File: src/rtl/seg7_scan_driver.sv
// Four-digit common-anode seven-segment scan driver with per-digit blink and decimal point.
// All pin outputs are registered and reloaded only on a refresh wrap, so each slot is glitch-free.
module seg7_scan_driver #(
    parameter int REFRESH_DIV = 100000,
    parameter int BLINK_DIV   = 25000000
) (
    input  logic       clk,
    input  logic       rst,
    input  logic       en,
    input  logic [3:0] digit0,
    input  logic [3:0] digit1,
    input  logic [3:0] digit2,
    input  logic [3:0] digit3,
    input  logic [3:0] blink_mask,
    input  logic [3:0] dp_in,
    output logic [3:0] an,
    output logic [6:0] seg,
    output logic       dp
);

    localparam int RW = $clog2(REFRESH_DIV);
    localparam int BW = $clog2(BLINK_DIV);
    localparam logic [RW-1:0] REFRESH_LAST = RW'(REFRESH_DIV - 1);
    localparam logic [BW-1:0] BLINK_LAST   = BW'(BLINK_DIV - 1);

    logic [RW-1:0] refresh_cnt;
    logic [BW-1:0] blink_cnt;
    logic          blink_phase;
    logic [1:0]    idx;

    logic          refresh_wrap;
    logic          blink_wrap;
    logic          phase_next;
    logic [1:0]    idx_next;
    logic [3:0]    sel_digit;
    logic          sel_blink;
    logic          sel_dp;
    logic          slot_blank;

    function automatic logic [6:0] decode_bcd(input logic [3:0] v);
        logic [6:0] s;
        case (v)
            4'd0:    s = 7'b1000000;
            4'd1:    s = 7'b1111001;
            4'd2:    s = 7'b0100100;
            4'd3:    s = 7'b0110000;
            4'd4:    s = 7'b0011001;
            4'd5:    s = 7'b0010010;
            4'd6:    s = 7'b0000010;
            4'd7:    s = 7'b1111000;
            4'd8:    s = 7'b0000000;
            4'd9:    s = 7'b0010000;
            default: s = 7'b1111111;
        endcase
        return s;
    endfunction

    // The slot loaded on a wrap uses the incoming idx and the post-toggle blink phase.
    always_comb begin
        refresh_wrap = en && (refresh_cnt == REFRESH_LAST);
        blink_wrap   = en && (blink_cnt == BLINK_LAST);
        phase_next   = blink_phase ^ blink_wrap;
        idx_next     = idx + 2'd1;
        sel_digit    = digit0;
        case (idx_next)
            2'd0: sel_digit = digit0;
            2'd1: sel_digit = digit1;
            2'd2: sel_digit = digit2;
            2'd3: sel_digit = digit3;
            default: sel_digit = digit0;
        endcase
        sel_blink  = blink_mask[idx_next];
        sel_dp     = dp_in[idx_next];
        slot_blank = phase_next && sel_blink;
    end

    always_ff @(posedge clk or negedge rst) begin
        if (!rst) begin
            refresh_cnt <= '0;
            blink_cnt   <= '0;
            blink_phase <= 1'b0;
            idx         <= 2'd3;
            an          <= '1;
            seg         <= '1;
            dp          <= 1'b1;
        end else if (!en) begin
            an  <= '1;
            seg <= '1;
            dp  <= 1'b1;
        end else begin
            refresh_cnt <= refresh_wrap ? '0 : refresh_cnt + RW'(1);
            blink_cnt   <= blink_wrap ? '0 : blink_cnt + BW'(1);
            blink_phase <= phase_next;
            if (refresh_wrap) begin
                idx <= idx_next;
                if (slot_blank) begin
                    an  <= '1;
                    seg <= '1;
                    dp  <= 1'b1;
                end else begin
                    an  <= ~(4'b0001 << idx_next);
                    seg <= decode_bcd(sel_digit);
                    dp  <= ~sel_dp;
                end
            end
        end
    end

endmodule

File: config.mk
export PLATFORM = sky130hd
export DESIGN_NAME = seg7_scan_driver
export DESIGN_NICKNAME = d
export VERILOG_FILES = /design/src/rtl/seg7_scan_driver.sv
export SDC_FILE = /design/constraint.sdc
export NUM_CORES = 1
export LEC_CHECK = 0
export CAP_MARGIN = 10
export CORE_UTILIZATION = 47
export CTS_BUF_LIST = sky130_fd_sc_hd__clkbuf_8
export CTS_CLUSTER_DIAMETER = 30
export CTS_CLUSTER_SIZE = 25
export DETAILED_ROUTE_END_ITERATION = 16
export GPL_TIMING_DRIVEN = 0
export PLACE_DENSITY = 0.7
export REMOVE_ABC_BUFFERS = 1
export SLEW_MARGIN = 20
export SYNTH_ARGS = -nofsm -noshare
export SYNTH_HDL_FRONTEND = slang
export SYNTH_SLANG_ARGS = --single-unit
File: constraint.sdc
create_clock -name clk -period 3.1 [get_ports clk]
set_input_delay 0.465 -clock clk [delete_from_list [all_inputs] [get_ports clk]]
set_output_delay 0.465 -clock clk [all_outputs]
set_load 0.03 [all_outputs]
==> results of run 1 <==
-- layer usage --
metal	global-route usage	up-vias	wire, um	part of all wire
met3	0.0517	14	249	0.043
met4	0.102	0	131	0.023
met2	0.303	64	2510	0.44
met5	0	-	0	0
li1	-	1098	-	-
met1	0.269	1080	2860	0.50
-- cells in the final DEF (no fill, tap or decap), types with 2 or more instances in the layout --
cell type,count
nor2_1,39
or3_1,2
nand2_1,19
nand3_1,6
clkinv_2,2
nand4_1,16
inv_1,15
clkdlybuf4s50_1,37
o21ai_0,7
nor4_1,4
a31oi_1,13
and3_1,5
xor2_1,14
nor3_1,7
nor4b_1,2
dfrtp_1,43
clkinvlp_4,3
nand2b_1,2
xnor2_1,22
mux2_2,4
nand4b_1,2
ha_1,10
mux2i_1,3
a222oi_1,4
dfstp_2,14
clkbuf_8,9
mux4_2,2
a21oi_1,3
-- cell usage after synthesis (all sizes together) (2+ instances only) --
| master | n | area share |
|---|---|---|
| a21oi | 3 | 0.0051 |
| a222oi | 4 | 0.014 |
| a31oi | 13 | 0.028 |
| and2 | 2 | 0.0042 |
| and3 | 5 | 0.011 |
| buf | 5 | 0.010 |
| clkbuf | 4 | 0.0051 |
| dfrtp | 43 | 0.36 |
| dfstp | 14 | 0.12 |
| ha | 10 | 0.042 |
| inv | 15 | 0.019 |
| mux2 | 4 | 0.015 |
| mux2i | 3 | 0.010 |
| mux4 | 2 | 0.015 |
| nand2 | 19 | 0.024 |
| nand2b | 2 | 0.0042 |
| nand3 | 6 | 0.010 |
| nand4 | 16 | 0.034 |
| nand4b | 2 | 0.0059 |
| nor2 | 39 | 0.050 |
| nor3 | 8 | 0.014 |
| nor4 | 4 | 0.0085 |
| nor4b | 2 | 0.0059 |
| o21ai | 8 | 0.014 |
| or2 | 2 | 0.0042 |
| or3 | 2 | 0.0042 |
| or4b | 2 | 0.0080 |
| xnor2 | 22 | 0.065 |
| xor2 | 14 | 0.042 |
-- area by class of cell --
class	instances	area [um2]	area share
multi-input cells	206	1420	0.394
clock inverters	7	71.3	0.0198
clock buffers	9	124	0.0344
inverters	15	56.3	0.0157
flip-flops and latches	57	1440	0.401
well taps	75	93.8	0.0261
repair buffers	39	389	0.108
-- stage by stage --
step           utilization  power [uW]  cells  worst slack [ns]
2_1_floorplan            -        1680    278             0.616
3_3_place_gp         0.565        1960    391            -0.736
3_5_place_dp         0.567        1970    392            -0.160
4_1_cts              0.600        2670    408            0.0594
5_1_grt              0.600        2830    408             0.189
6_report             0.600        2660    408             0.314
-- state kept, by name (all words and copies together) (netlist names) --
register / flops
idx: 2
an: 4
blink_phase: 1
refresh_cnt: 17
blink_cnt: 25
dp: 1
seg: 7
-- worst max-delay path by stage --
stage	slack, ns	start	cells after the start	endpoint
5_1_grt	0.19	refresh_cnt[5]	5	seg[1]
4_1_cts	0.06	refresh_cnt[5]	5	seg[5]
3_3_place_gp	-0.74	en	6	blink_cnt[0]
6_report	0.31	refresh_cnt[5]	5	seg[5]
2_1_floorplan	0.62	refresh_cnt[5]	5	seg[0]
3_5_place_dp	-0.16	en	6	seg[5]
-- power groups by stage --
stage | logic, uW | clock network (uW) | registers [uW]
2_1_floorplan | 510 | 0 | 1170
3_3_place_gp | 893 | 0 | 1060
3_5_place_dp | 905 | 0 | 1070
4_1_cts | 916 | 694 | 1060
5_1_grt | 1020 | 725 | 1080
6_report | 917 | 685 | 1060
-- critical path, stage by stage (launching register included) --
cell	delay, ns
dfrtp_1	0.44
or4b_4	0.55
o41ai_4	0.83
and2_2	0.52
and2b_4	0.25
a31oi_1	0.10
-- cell families after synthesis --
family          after synthesis  synth area share
xor+xnor                     36             0.107
compound gates               35            0.0856
flops                        57             0.489
buf+inv                      24            0.0343
simple gates                116             0.202
mux                           9            0.0407
fa+ha+maj                    10            0.0424
-- what timing repair did --
item,in CTS,in global routing
gates resized for setup,0,2
hold buffers,0,0
setup endpoints to repair,0,8
==> run metrics, run 1 <==
status=finished, final reports clean; #FFs+latches synth=57; Synth-to-Final Area Change=21.8%; clk slew on worst S/H paths=0.07 ns; VDD IR max=0.493 mV; post-route DRC violation count=0; via count of the routed design=2256; # IOs=39; Internal=roughly 1700 uW; clock skew=roughly 0.013 ns; syn avg cell area=between 10 and 15 um2; DR pass1 iterations=4; Sink Count=57; Pwr Density=between 700 and 800 nW/um2; Net Sw Power=947 uW; Post-synth EDFFs=0; Chip Width=between 80 and 90 um; Placed Area=about 3400 um2; post-synthesis sequential area ratio=0.489; worst-case hold slack=between 0.15 and 0.2 ns; Global Route Usage Sum=0.202; Synth Flop Type=dfrtp_1; initial core utilization=0.493; CP Max Fanout=18; final instance area=between 3000 and 4000 um2; Final Hold Viols=0; Die Span Y=between 80 and 90 um; reg2reg end=seg[5]; antenna cells=0; sum of negative setup slack=0 ns; max-cap viol count=0; Switching Fraction=0.356; hpwl dp=around 4000 um; Arrival @ worst endpoint=around 3.0 ns; proportion of power drawn by combinational gates=0.345; die area=6610 um2; Worst-Margin Slew=between 0.8 and 0.9 ns; clk_lat worst skew=roughly 0.34 ns; CP Class=reg -> reg; layout cell share with drive strength beyond 1=0.135; core area=5990 um2; largest net degree at the start of global routing=58; total CTS buffers=9; post-synthesis cell type count=45; Yosys warnings=0; Total Wirelength=approximately 5700 um; worst reg2reg startpoint=refresh_cnt[5]; Final ANT Viol Nets=0; total gr overflow=0; part of the power in registers=0.398; Final setup viols=0; minimum clock period=approximately 2.8 ns; Slew Limit Fails=0; reg2reg path depth=5; Worst Path Required=around 3.3 ns; global-route wire length before repair=9930 um; initial antenna violation count=0; CTS tree=yes; Worst R2R Setup Slack=0.31 ns; clock tree buffer depth=2; startpoint types=flip-flop; DR iter-0 viols=approximately 170; DR WL/cell=~14 um; Vias/cell=~5.5; mapped cell area=2950 um2; fin crit share=0.899; Routability Congestion=a little over 0.8; filler cell count=516; number of global-route vias before repair=between 2000 and 2500; critical path endpoint category=flip-flop; # rows=28; Peak Freq=around 0.36 GHz; H-tree depth=3; Worst Hold Class=in -> async; setup bufs post-CTS=0; fraction of registers with async set/reset=1.00; clock root cell=clkbuf_8; Final #Nets=365; clock network power share=0.257; P_leak=0.00152 uW; Mapped Cells=287; Worst slew margin=0.419; number of port buffers=38; RSZ-0062 raised after global routing=false
Power figures use the tool's default switching activity.
==> inputs of run 2 (changes only) <==
SLEW_MARGIN = 30   (was 20)
==> run 2 against run 1 <==
Net effect:
- fmax grew 1.2%
- via count rose by 0.31%
- clock skew down 0.0056 ns
- final cell count is 0.49% higher
- flip-flop and latch count unchanged
- critical endpoint is now seg[0]
- largest cell class unchanged
- highest routed layer unchanged
==> run metrics, run 2 (synthesis gave the netlist of run 1 again) <==
die area=approximately 6600 um2; Global Route Usage Sum=0.202; Reg area=1440 um2; VDD IR max=between 0.4 and 0.5 mV; layout cell share with drive strength beyond 1=0.137; CP Cell Sequence=or4b_4 > o41ai_4 > and2_2 > and2b_4 > a31oi_1; number of global-route vias before repair=approximately 2200; Slew Limit Fails=0; Vias/cell=around 5.5; max reg flops=25; total gr overflow=0; Layout Cells excl Fill=~400; clk slew on worst S/H paths=about 0.060 ns; WHS Endpoint=blink_cnt[2]; Chip Width=roughly 80 um; global-route wire length before repair=approximately 10000 um; max-cap viol count=0; DR pass1 iterations=4; initial antenna violation count=0; hpwl dp=a little over 4000 um; Sink Count=between 50 and 60; Worst Path Required=3.34 ns; Final #Nets=about 370; post-route DRC violation count=0; Worst slew margin=0.426; min-delay src=blink_cnt[2]; startpoint types=flip-flop; RSZ-0062 raised after global routing=false; met3 Use GR=0.0742; clock skew=roughly 0.0075 ns; CTS tree=yes; dpl cells=about 390; antenna cells=0; status=finished, final reports clean; most common cell after layout, fill and taps aside=dfrtp_1; final worst slack=0.348 ns; Arrival @ worst endpoint=2.99 ns; Synth-to-Final Area Change=22.7%; sum of negative setup slack=0 ns; slowest CP cell=o41ai_4; reg2reg path depth=5; Final ANT Viol Nets=0; Final setup viols=0; met1 Usage GRT=0.266; P_leak=about 0.0015 uW; Max stage delay on crit path=about 0.82 ns; fin crit share=0.888; Final Hold Viols=0; clk_lat worst skew=between 0.3 and 0.4 ns; Regs by FF count=blink_cnt x25, refresh_cnt x17, seg x7; Pwr Density=732 nW/um2; Worst Path Buf+Inv=0; initial core utilization=0.493; Die Span Y=81.3 um; # IOs=39; Total Wirelength=around 5700 um; # rows=28; CP Class=reg -> reg; minimum clock period=around 2.8 ns; number of port buffers=38; busiest grt layer=met2; met2 Use GR=0.299; Worst Hold Class=reg -> reg; filler cell count=514; Peak Freq=about 0.36 GHz; H-tree depth=3; via count of the routed design=2263; commonest cells after routing, fill and taps aside=dfrtp_1, nor2_1, clkdlybuf4s50_1; worst hold path depth=1; Top reg by flops=blink_cnt; CP Max Fanout=18; total CTS buffers=9; DR iter-0 viols=between 150 and 200; core area=5990 um2; Worst-Margin Slew=0.859 ns; largest net degree at the start of global routing=44; Routability Congestion=roughly 0.83; clock tree buffer depth=2; clock root cell=clkbuf_8; worst reg2reg startpoint=refresh_cnt[8]; DR WL/cell=between 10 and 15 um; crit-path leading delay family=simple AND/OR/NAND/NOR gates; reg2reg end=seg[0]; Worst R2R Setup Slack=0.35 ns; setup bufs post-CTS=0; post-place setup slack=-0.188 ns; critical path endpoint category=flip-flop; Multi-input gate area=1420 um2
==> run 2: cell types whose count changed in the layout (fill, tap and decap cells not counted) <==
cell / before / now
buf_6: 1 / 0
buf_12: 0 / 1
dlygate4sd3_1: 0 / 1
clkinvlp_4: 3 / 1
buf_4: 1 / 2
clkinv_2: 2 / 4
clkinv_4: 1 / 0
clkbuf_8: 9 / 10
==> run 2: metrics by stage <==
step / total power (uW) / hold slack [ns] / utilization / instance area [um2]
finish: 2650 / 0.498 / 0.605 / 3620
CTS: 2680 / 0.500 / 0.604 / 3620
global placement: 1960 / 0.481 / 0.565 / 3380
floorplan: 1680 / 0.169 / - / 2910
detailed placement: 1980 / 0.336 / 0.570 / 3410
global route: 2830 / 0.508 / 0.605 / 3620
==> run 2: worst max-delay path by stage <==
| stage | cells after the start | startpoint | to | slack (ns) |
|---|---|---|---|---|
| 6_report | 5 | refresh_cnt[8] | seg[0] | 0.35 |
| 5_1_grt | 5 | refresh_cnt[5] | seg[0] | 0.13 |
| 4_1_cts | 5 | refresh_cnt[5] | seg[0] | 0.03 |
| 3_5_place_dp | 6 | en | seg[5] | -0.19 |
| 3_3_place_gp | 6 | en | blink_cnt[0] | -0.74 |
| 2_1_floorplan | 5 | refresh_cnt[5] | seg[0] | 0.62 |
==> run 2: final cells by class <==
class | instances | share of cell area
multi-input combinational | 206 | 0.392
inverter | 15 | 0.0155
clock inverter | 6 | 0.0159
timing repair buffer | 41 | 0.115
tap | 75 | 0.0259
sequential | 57 | 0.398
clock buffer | 10 | 0.0380
==> run 2: worst register-to-register path, stage by stage (launching register included) <==
cell     delay [ns]
dfrtp_1        0.42
or4b_4         0.56
o41ai_4        0.82
and2_2         0.52
and2b_4        0.25
a31oi_1        0.09
==> run 2: power breakdown <==
group	internal, uW	leakage [uW]	switching (uW)
Combinational	415	0.000725	496
Sequential	933	0.000719	123
Clock	387	0.000102	299
==> run 2: layer usage <==
layer,routed length [um],part of all wire,vias up
met2,2520,0.44,54
met1,2760,0.49,1094
met4,81,0.014,0
li1,-,-,1104
met3,317,0.056,11
met5,0,0,-
==> run 2: repair_timing <==
action,CTS,global route
hold buffers,1,0
setup endpoints to repair,0,12
hold endpoints to repair,14,0
gates resized for setup,0,2
